<file path="src/rtl/uart_tx_param.sv">
// -----------------------------------------------------------------------------
// uart_tx_param
//
// Parametrised serial transmitter. Each frame is a start bit (0), DATA_W data
// bits sent LSB first, an optional parity bit, and STOP_BITS stop bits (1).
// The bit period is Load_Value+1 clock cycles. Data, divisor and parity
// selection are captured when a frame is accepted, so callers may change them
// freely while a frame is in flight and may stream frames back to back.
//
// Compile-time option:
//   UART_TXP_PARITY_EN  when defined, a parity bit (even or odd according to
//                       parity_odd) is inserted after the data bits. When not
//                       defined the parity state and logic do not exist.
//
// Parameters:
//   DATA_W     data bits per frame (5..9)
//   STOP_BITS  stop bits per frame (1 or 2)
//   DIV_W      width of Load_Value
//
// Ports:
//   clk         system clock, rising edge
//   rst         synchronous active-high reset
//   tx_en       frame request, accepted when idle
//   data        frame payload, sampled at accept
//   Load_Value  bit period minus one in clk cycles, sampled at accept
//   parity_odd  1 = odd parity, 0 = even, sampled at accept
//   Tx          serial output, idle high, registered
//   done        one-cycle pulse on the edge that returns to idle
//   busy        high while a frame is in progress
// -----------------------------------------------------------------------------
module uart_tx_param #(
    parameter int DATA_W    = 8,
    parameter int STOP_BITS = 1,
    parameter int DIV_W     = 10
) (
    input  logic              clk,
    input  logic              rst,
    input  logic              tx_en,
    input  logic [DATA_W-1:0] data,
    input  logic [DIV_W-1:0]  Load_Value,
    input  logic              parity_odd,
    output logic              Tx,
    output logic              done,
    output logic              busy
);

    localparam int IDX_W = (DATA_W > 1) ? $clog2(DATA_W) : 1;
    localparam logic [IDX_W-1:0] IDX_LAST = IDX_W'(DATA_W - 1);
    // Stop-bit index of the final stop bit: 0 for one stop bit, 1 for two.
    localparam logic STOP_LAST = (STOP_BITS == 2);

`ifdef UART_TXP_PARITY_EN
    typedef enum logic [2:0] {IDLE, START, DATA, PARITY, STOP} state_t;
`else
    typedef enum logic [1:0] {IDLE, START, DATA, STOP} state_t;
`endif

    state_t            state;
    logic [DIV_W-1:0]  cnt;
    logic [DIV_W-1:0]  lv_q;
    logic [IDX_W-1:0]  idx;
    logic              stop_idx;
    logic [DATA_W-1:0] shreg;
    logic              tx_q;
    logic              done_q;
    logic              busy_q;
    logic              accept;
    logic              bit_end;
    logic              shift_en;

`ifdef UART_TXP_PARITY_EN
    logic              par_q;
`else
    // parity_odd has no function in this build.
    logic              unused_parity_odd;
    assign unused_parity_odd = parity_odd;
`endif

    assign accept  = (state == IDLE) && tx_en;
    assign bit_end = (cnt == lv_q);

    // The shift register presents the next data bit at bit 0; it advances on
    // every bit boundary where a data bit is about to be loaded into Tx.
    assign shift_en = bit_end &&
                      ((state == START) || ((state == DATA) && (idx != IDX_LAST)));

    // Frame payload and divisor capture; pure datapath, not reset.
    always_ff @(posedge clk) begin
        if (accept) begin
            shreg <= data;
            lv_q  <= Load_Value;
`ifdef UART_TXP_PARITY_EN
            par_q <= (^data) ^ parity_odd;
`endif
        end else if (shift_en) begin
            shreg <= shreg >> 1;
        end
    end

    // Frame sequencer with registered Tx/busy/done.
    always_ff @(posedge clk) begin
        if (rst) begin
            state    <= IDLE;
            cnt      <= '0;
            idx      <= '0;
            stop_idx <= 1'b0;
            tx_q     <= 1'b1;
            busy_q   <= 1'b0;
            done_q   <= 1'b0;
        end else begin
            done_q <= 1'b0;
            case (state)
                IDLE: begin
                    tx_q   <= 1'b1;
                    busy_q <= 1'b0;
                    cnt    <= '0;
                    if (tx_en) begin
                        state  <= START;
                        tx_q   <= 1'b0;
                        busy_q <= 1'b1;
                    end
                end

                START: begin
                    cnt <= bit_end ? '0 : cnt + 1'b1;
                    if (bit_end) begin
                        state <= DATA;
                        idx   <= '0;
                        tx_q  <= shreg[0];
                    end
                end

                DATA: begin
                    cnt <= bit_end ? '0 : cnt + 1'b1;
                    if (bit_end) begin
                        if (idx == IDX_LAST) begin
`ifdef UART_TXP_PARITY_EN
                            state <= PARITY;
                            tx_q  <= par_q;
`else
                            state    <= STOP;
                            tx_q     <= 1'b1;
                            stop_idx <= 1'b0;
`endif
                        end else begin
                            idx  <= idx + 1'b1;
                            tx_q <= shreg[0];
                        end
                    end
                end

`ifdef UART_TXP_PARITY_EN
                PARITY: begin
                    cnt <= bit_end ? '0 : cnt + 1'b1;
                    if (bit_end) begin
                        state    <= STOP;
                        tx_q     <= 1'b1;
                        stop_idx <= 1'b0;
                    end
                end
`endif

                STOP: begin
                    cnt <= bit_end ? '0 : cnt + 1'b1;
                    if (bit_end) begin
                        if (stop_idx == STOP_LAST) begin
                            // Returning to idle: this cycle is the done cycle.
                            state  <= IDLE;
                            done_q <= 1'b1;
                            busy_q <= 1'b0;
                            tx_q   <= 1'b1;
                        end else begin
                            stop_idx <= 1'b1;
                        end
                    end
                end

                default: begin
                    state <= IDLE;
                    tx_q  <= 1'b1;
                end
            endcase
        end
    end

    assign Tx   = tx_q;
    assign done = done_q;
    assign busy = busy_q;

endmodule
</file>
<file path="config.mk">
export PLATFORM = sky130hd
export DESIGN_NAME = uart_tx_param
export DESIGN_NICKNAME = d
export VERILOG_FILES = /design/src/rtl/uart_tx_param.sv
export SDC_FILE = /design/constraint.sdc
export NUM_CORES = 1
export LEC_CHECK = 0
export CORE_MARGIN = 4
export CORE_UTILIZATION = 55
export CTS_CLUSTER_DIAMETER = 30
export DETAILED_ROUTE_END_ITERATION = 12
export DONT_BUFFER_PORTS = 1
export MAX_ROUTING_LAYER = met4
export PLACE_DENSITY = 0.81
export SETUP_SLACK_MARGIN = 0.4
export SLEW_MARGIN = 25
export SYNTH_ARGS = -nofsm -noshare
export SYNTH_HDL_FRONTEND = slang
export SYNTH_SLANG_ARGS = --single-unit
</file>
<file path="constraint.sdc">
create_clock -name clk -period 1.9 [get_ports clk]
set_clock_uncertainty 0.05 [all_clocks]
set_input_delay 0.475 -clock clk [delete_from_list [all_inputs] [get_ports clk]]
set_output_delay 0.475 -clock clk [all_outputs]
set_load 0.05 [all_outputs]
</file>
==> flow_metrics.py, run 1 <==
metrics = {
    "run_status": {
        "run_status": "complete, but fails checks",
        "failed_checks": "negative setup slack",
    },
    "place": {
        "dp_worst_setup_slack_ps": -53.20,
        "numPlacedInstances": 173,
        "placed_cell_area_sq_um": 1702,
        "i_o_buffers": 0,
        "gp_congestion": 0.8031,
        "dpl.hpwl_um": 2155,
    },
    "synthesis": {
        "syn-num-nets": 166,
        "ys_seq_elements": 36,
        "mappedNetlistArea_sq_um": 1599,
        "number_of_synthesized_flops_with_an_enable_pin": 18,
        "ys_dominant_reg_cell": "edfxtp_1",
        "top_cells_by_instance_count_after_synthesis": "dfxtp_1, edfxtp_1, nor2_1",
        "async_flop_share_pct": 0,
        "seq_area_frac_synth_pct": 56.34,
        "ys_warn_count": 0,
        "syn-instance-count": 137,
        "synth_top_cell_area_share_pct": 33.80,
        "synth.top_cells.by_area": "edfxtp_1, dfxtp_1, xor2_1, ha_1, mux2_2",
        "syn_area_per_cell_sq_um": 11.67,
        "synth.largest_area_cell": "edfxtp_1",
        "post_synth_num_cell_types": 28,
    },
    "cts": {
        "htree_num_levels": 2,
        "clkSinkCount": 36,
        "num_cts_buffers": 5,
        "later_pin_clock_latency_in_the_skew_report_ps": 340,
        "max-clock-path-buffers": 2,
        "clkTransAtPathRegs_ps": 100,
        "cts-root-buf": "clkbuf_4",
        "tritoncts_clock_tree": "built",
    },
    "global_route": {
        "grt_remaining_overflow": 0,
        "antenna_violations_before_repair": 0,
        "grt_use_total_pct": 16.98,
        "grt_start_max_net_pins": 12,
        "grt_first_pass_wirelength_um": 4402,
        "via_count_of_the_first_global_routing_pass": 1091,
    },
    "final_layout": {
        "drive_gt1_share_pct": 25.97,
        "diodes": 0,
        "finalCoreUtilization_pct": 66.15,
        "syn2layout_area_growth_pct": 14.08,
        "final_net_count": 182,
        "design_area_sq_um": 1824,
        "layout.cells.non_filler": 185,
    },
    "floorplan": {
        "placement_rows": 19,
        "top_level_ports": 25,
        "die_height_um": 61.92,
        "dieWidth_um": 61.92,
        "placeable_core_area_sq_um": 2758,
        "initial_utilization_pct": 57.99,
        "dieArea_sq_um": 3834,
    },
    "drt": {
        "drt_pre_antenna_iters": 4,
        "routedLengthMet1_um": 1126,
        "detailroute.wirelength.met3_um": 166,
        "top_layer_used": "met4",
        "initial_drc_count": 61,
        "met2RoutedLength_um": 1497,
        "drt_drc_violations_left": 0,
        "num_vias": 1068,
        "antenna_violating_nets_post_route": 0,
        "post_drt_via_cell_ratio": 5.773,
        "routed_wl_um": 2850,
        "post_drt_wl_per_cell_um": 15.41,
    },
    "power": {
        "total_leakage_power_nw": 0.7408,
        "vdd_drop_max_mv": 1.332,
        "fin_total_pwr_mw": 2.305,
        "power.sequential.fraction_pct": 50.9,
        "relative_contribution_of_combinational_cells_to_total_power_pct": 33.0,
        "share_clk_of_total_power_pct": 16.2,
        "power_report.internal_total_mw": 1.536,
        "powerDensity_nw_per_um2": 1264,
        "power.switching_fraction_pct": 33.38,
        "switching_power_uw": 769.5,
    },
    "timing": {
        "finalSetupTns_ps": -5.837,
        "layout_min_cycle_time_ps": 1906,
        "report.final.hold_viol_count": 0,
        "setup_viol": 1,
        "max_slew_headroom_pct": 77.98,
        "grt_setup_unrepaired": "true",
        "fin_hold_ws_ps": 140.2,
        "final_cycle_share_pct": 100.3,
        "worst-slew-pin-transition_ps": 329.5,
        "achievable-frequency_ghz": 0.5247,
        "maxSlewViolCount": 0,
        "worst_slack_ps": -5.837,
    },
    "setup_path": {
        "worstSetupStartpoint": "lv_q[7]$_DFFE_PP_",
        "critical_path_peak_fanout": 5,
        "worst_setup_path_end_kind": "register",
        "worst-endpoint-arrival_ps": 2090,
        "worst-r2r-cell-count": 7,
        "worstSetupPathType": "register to register",
        "worst_path_largest_cell_delay_ps": 420,
        "r2r-start": "lv_q[7]$_DFFE_PP_",
        "critical_path_required_ps": 2090,
        "cp_slowest_cell": "edfxtp_1",
        "path_cells": "xor2_1, nor4_2, nand3_2, buf_4, buf_4, a211o_1, o211a_1",
        "worst_path_most_repeated_cell": "buf_4",
        "critical_path.startpoint_type": "register",
    },
    "worst_hold_path": {
        "min_path_cells": 1,
        "worst_hold_path_type": "input port to register",
        "hp-start": "rst",
    },
    "job": {
        "drv.max_cap_violation_count": 0,
    },
}
==> state kept, by name (all words and copies together), names as in the netlist <==
| signal | cells |
|---|---|
| Tx | 1 |
| busy | 1 |
| cnt | 10 |
| done | 1 |
| idx | 3 |
| lv_q | 10 |
| shreg | 8 |
| state | 2 |
==> critical path: cells and delay by family, from the launching register on <==
family	cells	cell delay (ps)
compound gates	2	370
simple gates	2	490
flops	1	420
buf+inv	2	300
xor+xnor	1	170
==> power by group through the flow <==
stage | logic (mW) | clock network [mW] | registers [mW]
after global placement | 0.615 | 0 | 1.17
after detailed placement | 0.656 | 0 | 1.18
after floorplan | 0.532 | 0 | 1.15
after global routing | 0.837 | 0.425 | 1.19
after CTS | 0.711 | 0.389 | 1.17
final | 0.760 | 0.372 | 1.17
==> final cells by class <==
class / count / area (sq um)
clock buffers: 6 / 41.29
clock inverters: 2 / 7.507
fillers: 208 / 933.4
inverters: 7 / 26.28
multi-input cells: 92 / 716.9
flip-flops and latches: 36 / 907.1
well taps: 31 / 38.79
repair buffers: 11 / 86.33
==> per-layer routing <==
layer  GRT usage (%)  vias to the layer above
li1                -                      514
met1           16.95                      515
met2           27.65                       31
met3           5.785                        8
met4           11.82                        0
met5               -                        -
==> cell usage in the layout, fill, tap and decap left out, types with 2 or more instances in the layout <==
| cell | Yosys | final |
|---|---|---|
| edfxtp_1 | 18 | 18 |
| nor2_1 | 17 | 17 |
| xor2_1 | 16 | 15 |
| dfxtp_1 | 18 | 13 |
| buf_4 | 0 | 10 |
| mux2_2 | 7 | 7 |
| nand3_1 | 7 | 7 |
| inv_1 | 7 | 6 |
| dfxtp_2 | 0 | 5 |
| nand2_1 | 6 | 5 |
| and3_1 | 5 | 5 |
| clkbuf_4 | 0 | 5 |
| a21oi_1 | 4 | 4 |
| ha_1 | 7 | 4 |
| mux2i_1 | 3 | 3 |
| xnor2_1 | 2 | 2 |
| ha_2 | 0 | 2 |
| clkinv_1 | 0 | 2 |
==> worst paths after layout <==
kind,end,slack (ps)
max,state[0]$_SDFFE_PP0P_,-6
min,idx[0]$_SDFFE_PP0P_,140
max reg2reg,state[0]$_SDFFE_PP0P_,-6
min reg2reg,idx[0]$_SDFFE_PP0P_,430
==> what timing repair did <==
action,CTS,global route
endpoints found under the setup margin,45,43
setup buffers,2,1
gates resized for setup,6,5
pin swaps,2,3
gates cloned,0,1
hold buffers,0,0
==> kinds of logic (layout without fill, tap and decap cells) <==
logic type	count (synthesis)	after routing	share of synthesized area (%)
mux	10	10	6.808
fa+ha+maj	7	7	5.477
simple gates	44	45	14.08
buf+inv	10	26	2.348
xor+xnor	18	18	9.859
compound gates	12	12	5.087
flops	36	36	56.34
No activity file was read; power rests on OpenSTA's default activity.
==> run 2, diff against run 1 <==
Settings changed: CORE_MARGIN 4 to default, CTS_CLUSTER_DIAMETER 30 to 200, PLACE_DENSITY 0.81 to 0.75.
==> run 2 against run 1 <==
  * The flow now finishes without violations
  * Sequential power barely moved
  * Non-clock buffer count up 1
  * Maximum frequency rose by 2.8%
  * Critical endpoint is now state[1]$_SDFFE_PP0P_
  * Combinational power fell by 5.7%
==> flow_metrics.py, run 2 (synthesized netlist as in run 1, its figures left out) <==
metrics = {
    "run_status": {
        "run_status": "finished, final reports clean",
    },
    "global_route": {
        "grt_first_pass_wirelength_um": 4464,
        "grt_use_total_pct": 20.04,
        "antenna_violations_before_repair": 0,
        "grt_remaining_overflow": 0,
        "grt_start_max_net_pins": 13,
        "via_count_of_the_first_global_routing_pass": 1031,
    },
    "floorplan": {
        "placeable_core_area_sq_um": 2758,
        "die_height_um": 55.92,
        "placement_rows": 19,
        "initial_utilization_pct": 57.99,
        "dieArea_sq_um": 3127,
        "dieWidth_um": 55.92,
        "top_level_ports": 25,
    },
    "setup_path": {
        "worst-endpoint-arrival_ps": 2080,
        "critical_path_peak_fanout": 4,
        "critical_path.startpoint_type": "register",
        "worst-r2r-cell-count": 6,
        "worst_setup_path_end_kind": "register",
        "worst-r2r-setup-slack_ps": 50,
        "r2r-start": "lv_q[7]$_DFFE_PP_",
        "worst_path_dominant_cell_family": "simple AND/OR/NAND/NOR gates",
        "worstSetupStartpoint": "lv_q[7]$_DFFE_PP_",
        "crit_end": "state[1]$_SDFFE_PP0P_",
        "timing.rr.end": "state[1]$_SDFFE_PP0P_",
        "path_cells": "xor2_1, nor4_2, nand3_2, a222oi_1, buf_4, mux2i_1",
        "worstSetupPathType": "register to register",
        "cp_slowest_cell": "edfxtp_1",
        "critical_path_required_ps": 2130,
        "worst_path_largest_cell_delay_ps": 390,
        "worst-path-stages": 6,
        "path_buf_inv": 1,
    },
    "cts": {
        "num_cts_buffers": 5,
        "htree_num_levels": 2,
        "clkSinkCount": 36,
        "later_pin_clock_latency_in_the_skew_report_ps": 340,
        "cts-root-buf": "clkbuf_4",
        "cts.hold.buffers_added": 0,
        "clkTransAtPathRegs_ps": 110,
        "tritoncts_clock_tree": "built",
        "max-clock-path-buffers": 2,
    },
    "timing": {
        "maxSlewViolCount": 0,
        "setup_viol": 0,
        "report.final.hold_viol_count": 0,
        "worst-slew-pin-transition_ps": 384.5,
        "max_slew_headroom_pct": 74.27,
        "achievable-frequency_ghz": 0.5392,
        "fin_hold_ws_ps": 134.8,
        "final_cycle_share_pct": 97.61,
        "layout_min_cycle_time_ps": 1854,
        "worst_slack_ps": 45.50,
        "grt_setup_unrepaired": "true",
    },
    "drt": {
        "post_drt_wl_per_cell_um": 14.50,
        "drt_pre_antenna_iters": 4,
        "num_vias": 1035,
        "routed_wl_um": 2682,
        "antenna_violating_nets_post_route": 0,
        "post_drt_via_cell_ratio": 5.595,
        "drt_drc_violations_left": 0,
        "initial_drc_count": 34,
    },
    "final_layout": {
        "finalCoreUtilization_pct": 66.83,
        "drive_gt1_share_pct": 26.62,
        "diodes": 0,
        "layout.cells.most_common": "edfxtp_1",
        "layout.cells.most_common_list": "edfxtp_1, nor2_1, xor2_1",
        "syn2layout_area_growth_pct": 15.26,
        "final_net_count": 182,
        "largest_registers": "cnt x10, lv_q x10, shreg x8",
        "layout.filler_cells": 206,
        "layout.area.seq_sq_um": 905.9,
        "multiInputGateArea_sq_um": 698.2,
    },
    "power": {
        "power_report.internal_total_mw": 1.642,
        "relative_contribution_of_combinational_cells_to_total_power_pct": 29.7,
        "powerDensity_nw_per_um2": 1310,
        "power.sequential.fraction_pct": 48.3,
        "vdd_drop_max_mv": 1.413,
        "total_leakage_power_nw": 0.7559,
        "power.switching_fraction_pct": 31.98,
        "share_clk_of_total_power_pct": 22.0,
        "switching_power_uw": 771.8,
    },
    "place": {
        "gp_congestion": 0.7745,
        "dp_worst_setup_slack_ps": -4.509,
        "i_o_buffers": 0,
        "dpl.hpwl_um": 1885,
    },
    "worst_hold_path": {
        "worst_hold_path_type": "input port to register",
    },
    "job": {
        "drv.max_cap_violation_count": 0,
    },
}
run 2: cell types whose count changed in the layout (fill, tap and decap cells not counted), sizes merged:
cell | before | now
buf | 11 | 12
bufinv | 0 | 1
clkbuf | 6 | 5
clkinv | 2 | 1
clkinvlp | 0 | 1
nand2 | 7 | 6
run 2: what timing repair did:
action                                  4_1_cts  5_1_grt
gates cloned                                  0        0
hold endpoints to repair                      0        0
pin swaps                                     4        2
setup buffers                                 3        1
resized for setup                             9        0
endpoints found under the setup margin       45       42
run 2: power groups by stage:
stage / Clock [mW] / Sequential, mW / Combinational (mW)
2_1_floorplan: 0 / 1.15 / 0.532
3_3_place_gp: 0 / 1.17 / 0.611
3_5_place_dp: 0 / 1.18 / 0.633
4_1_cts: 0.542 / 1.17 / 0.715
5_1_grt: 0.576 / 1.18 / 0.795
6_report: 0.531 / 1.17 / 0.717
run 2: worst reg2reg max path: stages, from the launching register on:
cell and delay (ps):
edfxtp_1 390, xor2_1 160, nor4_2 390, nand3_2 160
a222oi_1 310, buf_4 180, mux2i_1 160
run 2: final cells by class:
class	instances	share of cell area, %
repair buffers	12	5.092
well taps	31	2.105
inverters	7	1.426
flip-flops and latches	36	49.15
clock buffers	5	2.037
clock inverters	3	2.308
multi-input cells	91	37.88
run 2: per-stage QoR:
step | total power [mW] | setup TNS (ps) | cell area [sq um] | cells
CTS | 2.424 | 0 | 1836 | 184
global route | 2.553 | -252.0 | 1843 | 185
detailed placement | 1.814 | -4.509 | 1702 | 173
finish | 2.414 | 0 | 1843 | 185
floorplan | 1.687 | 0 | 1634 | 137
global placement | 1.783 | 0 | 1702 | 173
run 2: how the worst min path moves through the flow:
stage | from | to | depth (start not counted)
finish | rst | done$_SDFF_PP0_ | 1
global route | rst | busy$_SDFFE_PP0P_ | 1
CTS | rst | done$_SDFF_PP0_ | 1
detailed placement | idx[0]$_SDFFE_PP0P_ | idx[0]$_SDFFE_PP0P_ | 2
global placement | idx[0]$_SDFFE_PP0P_ | idx[0]$_SDFFE_PP0P_ | 2
floorplan | idx[2]$_SDFFE_PP0P_ | idx[2]$_SDFFE_PP0P_ | 2
run 2: metal layers:
| metal | vias up | wire [um] | global-route usage (%) |
|---|---|---|---|
| li1 | 513 | - | - |
| met1 | 492 | 1137 | 21.91 |
| met2 | 24 | 1397 | 33.22 |
| met3 | 6 | 105 | 8.140 |
| met4 | 0 | 42 | 6.969 |
| met5 | - | 0 | - |
